===== src/rtl/off_gesture_gen.sv =====
// off_gesture_gen: synthetic "off" gesture trajectory source (optional OFFGEN_LOOP_EN repeats gestures until abort)
module off_gesture_gen #(
    parameter int MAX_X = 1023,
    parameter int MAX_Y = 767,
    parameter int DWELL = 8
) (
    input  logic        clock_i,
    input  logic        reset_ni,
    input  logic        start_i,
    input  logic        abort_i,
    output logic [15:0] x1_o,
    output logic [15:0] y1_o,
    output logic [15:0] x2_o,
    output logic [15:0] y2_o,
    output logic        busy_o,
    output logic        done_o,
    output logic [2:0]  phase_o
);
    typedef enum logic [2:0] {
        IDLE   = 3'd0,
        CENTER = 3'd1,
        OUT1   = 3'd2,
        OUT2   = 3'd3,
        BACK   = 3'd4,
        RETURN = 3'd5
    } state_t;

    localparam logic [15:0] Z0  = 16'((0 * MAX_X / 5 + 1 * MAX_X / 5) / 2);
    localparam logic [15:0] Z1  = 16'((1 * MAX_X / 5 + 2 * MAX_X / 5) / 2);
    localparam logic [15:0] Z2  = 16'((2 * MAX_X / 5 + 3 * MAX_X / 5) / 2);
    localparam logic [15:0] Z3  = 16'((3 * MAX_X / 5 + 4 * MAX_X / 5) / 2);
    localparam logic [15:0] Z4  = 16'((4 * MAX_X / 5 + 5 * MAX_X / 5) / 2);
    localparam logic [15:0] YB  = 16'((2 * MAX_Y / 3 + MAX_Y) / 2);
    localparam logic [15:0] YP  = 16'(MAX_Y / 4);
    localparam logic [15:0] DW1 = 16'(DWELL - 1);

    state_t      state_q, state_d;
    logic [15:0] cnt_q, cnt_d;
    logic [15:0] x1_q, x1_d, x2_q, x2_d, y_q, y_d;
    logic        busy_q, busy_d, done_q, done_d;

    // Next state, dwell counter, and output coordinates decoded from the state being entered
    always_comb begin
        state_d = state_q;
        cnt_d   = cnt_q;
        done_d  = 1'b0;
        if (abort_i) begin
            state_d = IDLE;
            cnt_d   = '0;
        end else if (state_q == IDLE) begin
            if (start_i) begin
                state_d = CENTER;
                cnt_d   = DW1;
            end
        end else if (cnt_q != '0) begin
            cnt_d = cnt_q - 16'd1;
        end else begin
            cnt_d = DW1;
            case (state_q)
                CENTER:  state_d = OUT1;
                OUT1:    state_d = OUT2;
                OUT2:    state_d = BACK;
                BACK:    state_d = RETURN;
                RETURN: begin
                    done_d = 1'b1;
`ifdef OFFGEN_LOOP_EN
                    state_d = CENTER;
`else
                    state_d = IDLE;
                    cnt_d   = '0;
`endif
                end
                default: begin
                    state_d = IDLE;
                    cnt_d   = '0;
                end
            endcase
        end
        x1_d   = (state_d == OUT2) ? Z0 : (state_d == OUT1 || state_d == BACK) ? Z1 : Z2;
        x2_d   = (state_d == OUT2) ? Z4 : (state_d == OUT1 || state_d == BACK) ? Z3 : Z2;
        y_d    = (state_d == IDLE) ? YP : YB;
        busy_d = (state_d != IDLE);
    end

    // State, counter and registered outputs; reset parks both hands immediately
    always_ff @(posedge clock_i or negedge reset_ni) begin
        if (!reset_ni) begin
            state_q <= IDLE;
            cnt_q   <= '0;
            x1_q    <= Z2;
            x2_q    <= Z2;
            y_q     <= YP;
            busy_q  <= 1'b0;
            done_q  <= 1'b0;
        end else begin
            state_q <= state_d;
            cnt_q   <= cnt_d;
            x1_q    <= x1_d;
            x2_q    <= x2_d;
            y_q     <= y_d;
            busy_q  <= busy_d;
            done_q  <= done_d;
        end
    end

    assign x1_o    = x1_q;
    assign x2_o    = x2_q;
    assign y1_o    = y_q;
    assign y2_o    = y_q;
    assign busy_o  = busy_q;
    assign done_o  = done_q;
    assign phase_o = state_q;
endmodule


===== config.mk =====
export PLATFORM = sky130hd
export DESIGN_NAME = off_gesture_gen
export DESIGN_NICKNAME = d
export VERILOG_FILES = /design/src/rtl/off_gesture_gen.sv
export SDC_FILE = /design/constraint.sdc
export NUM_CORES = 1
export LEC_CHECK = 0
export ABC_AREA = 1
export BUFFER_PORTS_ARGS = -buffer_cell sky130_fd_sc_hd__buf_2
export CAP_MARGIN = 10
export CORE_MARGIN = 2
export CORE_UTILIZATION = 50
export CTS_CLUSTER_DIAMETER = 60
export DETAILED_ROUTE_END_ITERATION = 12
export GPL_TIMING_DRIVEN = 1
export PLACE_DENSITY = 0.81
export SLEW_MARGIN = 10
export SYNTH_ARGS = -nofsm -noshare
export SYNTH_HDL_FRONTEND = slang
export SYNTH_SLANG_ARGS = --single-unit

===== constraint.sdc =====
create_clock -name clock_i -period 1.6 [get_ports clock_i]
set_input_delay 0.08 -clock clock_i [delete_from_list [all_inputs] [get_ports clock_i]]
set_output_delay 0.08 -clock clock_i [all_outputs]
set_load 0.05 [all_outputs]

==> impl_metrics.toml <==
[floorplan]
start_util = 0.512
row_count = 23
coreArea_sq_um = 3910
pin_count = 73
fp.dieH_um = 67.3
die-area_sq_um = 4530
fp.dieW_um = 67.3

[timing]
timing.slew.headroom = 0.620
hold_viol_final = 0
finalCritPeriodShare = 0.999
maxClockFrequency_mhz = 626
drv_slew = 0
finalSetupViolations = 0
clock_skew_ns = 0.00720
fin_crit_ns = 1.60
worstMarginPinSlew_ns = 0.570

[placement]
gp_congestion = 0.857
placed_area_sq_um = 1940
port_buffers = 29
hpwlAfterDp_mm = 2.69

[clock_tree]
cts_sinks = 26
clk_pin_slew_worst_paths_ns = 0.09
clk_latency_ns = 0.27
cts_buffers = 3
cts.path.max_buffers = 2
cts_tree = "built"
cts.htree.levels = 1
cts-root-buf = "clkbuf_8"

[route]
vias_per_cell = 4.52
wl_per_cell_um = 11.2
remaining_drc_errors = 0
drt_wl_total_mm = 3.68
drt_iter0_drc = 47
firstDrtPassIters = 4
via_count = 1486
postRouteAntennaNets = 0

[logic_synthesis]
avgSynthCellArea_sq_um = 7.82
ys_types = 26
ys_ff_latch = 26
seq_area_frac_synth = 0.327
yosys_warnings = 0
syn-cell-area_sq_um = 2000
synth_cells = 256

[global_routing]
grt_max_degree = 27
met1_usage = 0.186
grt_util_met3 = 0.0200
grt_pass1_wl_mm = 5.42
grt_pass1_vias = 1270
use_met2 = 0.286
grt-ovfl-total = 0
grt.total_usage = 0.152
grt-busiest-layer = "met2"
antenna_found_initial = 0

[setup_path]
r2r_slack_ns = 0.001
path_cells = "nor2_4, nand2_1, nor3_1, nand3_1, nor4_1"
crit_slowest_cell = "dfrtp_1"
start_kind = "flip-flop"
arrival_ns = 1.76
path_max_fanout = 4
endpoint_kind = "flip-flop"
cpPeakStageDelay_ns = 0.46
required_ns = 1.76
crit_type = "flip-flop to flip-flop"

[final_layout]
mostFrequentLayoutCell = "conb_1"
area_growth_pct = 5.37
drive_above_1_share = 0.337
fin_area_sq_um = 2110
fillers = 372
regArea_sq_um = 658
final_cell_mix = "conb_1 (43), nand2_1 (41), buf_2 (29), dfrtp_1 (20), nor2_1 (19)"
antennaDiodeCount = 0
nets = 286
multi_input_area_sq_um = 1020

[status]
outcome = "complete, no violations"

[run]
drv_cap = 0

[worst_hold_path]
min_path_type = "primary input to flip-flop"
path summary, 6_finish.rpt:
check                           from    endpoint  cells after the start
setup / recovery           cnt_q[12]      done_o                      5
hold / removal               abort_i  phase_o[1]                      2
hold reg to reg            cnt_q[14]   cnt_q[14]                      3
min in group asynchronous   reset_ni    cnt_q[9]                      2
setup reg to reg           cnt_q[12]      done_o                      5
max in group asynchronous   reset_ni  phase_o[2]                      2
logic make-up after synthesis:
| logic type | count (synthesis) | share of synthesized area |
|---|---|---|
| other | 2 | 0.00375 |
| AO/OA/AOI/OAI | 21 | 0.0543 |
| adder cells (fa/ha/maj) | 2 | 0.0125 |
| XOR/XNOR | 7 | 0.0306 |
| AND/OR/NAND/NOR | 111 | 0.298 |
| flip-flops | 26 | 0.327 |
| buffers and inverters | 87 | 0.274 |
synth_stat cells (all sizes together):
master	number	area, sq um
nor3	2	10.0
ha	2	25.0
nor2	35	214
dfrtp	22	551
nand4	2	12.5
nand3b	1	7.51
buf	59	443
conb	2	7.51
a21oi	6	33.8
dfstp	4	105
nand2	56	258
inv	28	105
nor4	2	12.5
o21ai	15	75.1
xnor2	2	17.5
xor2	5	43.8
nand3	13	82.6
worst max-delay path, delay by kind of cell (launching register included):
family | cells | cell delay, ns
AND/OR/NAND/NOR | 5 | 1.03
flip-flops | 1 | 0.46
registers in the layout (all words and copies together), names as in the netlist:
signal,cells
y1_o,2
done_o,1
x2_o,1
phase_o,3
cnt_q,16
x1_o,3
repair_timing:
action	in CTS	in global routing
resized for setup	2	21
buffers inserted	0	5
endpoints found under the hold margin	22	0
endpoints found under the setup margin	9	22
pin swaps	0	5
hold buffers	1	0
stage by stage:
stage          instances   util  setup slack (ns)  hold WS [ns]  setup TNS (ns)
6_report             329  0.539           0.00128        0.0773               0
5_1_grt              329  0.539           -0.0886        0.0684          -0.114
4_1_cts              324  0.511           0.00528        0.0642               0
3_5_place_dp         319  0.495          -0.00280         0.115        -0.00280
3_3_place_gp         319  0.495            0.0834         0.107               0
2_1_floorplan        297      -            0.0228        -0.216               0
per-layer routing:
metal | wire (um) | share of wire
met2 | 1960 | 0.53
met1 | 1480 | 0.40
met5 | 0 | 0
met3 | 182 | 0.049
met4 | 53 | 0.014
final cells by class:
| class | count | share of cell area |
|---|---|---|
| Clock buffer | 4 | 0.0213 |
| Tap cell | 50 | 0.0296 |
| Multi-Input combinational cell | 184 | 0.485 |
| Timing Repair Buffer | 37 | 0.0984 |
| Inverter | 28 | 0.0539 |
| Sequential cell | 26 | 0.312 |
Power is not shown: default switching activity piles up to over one toggle a cycle in this logic, so the estimate is an artifact.
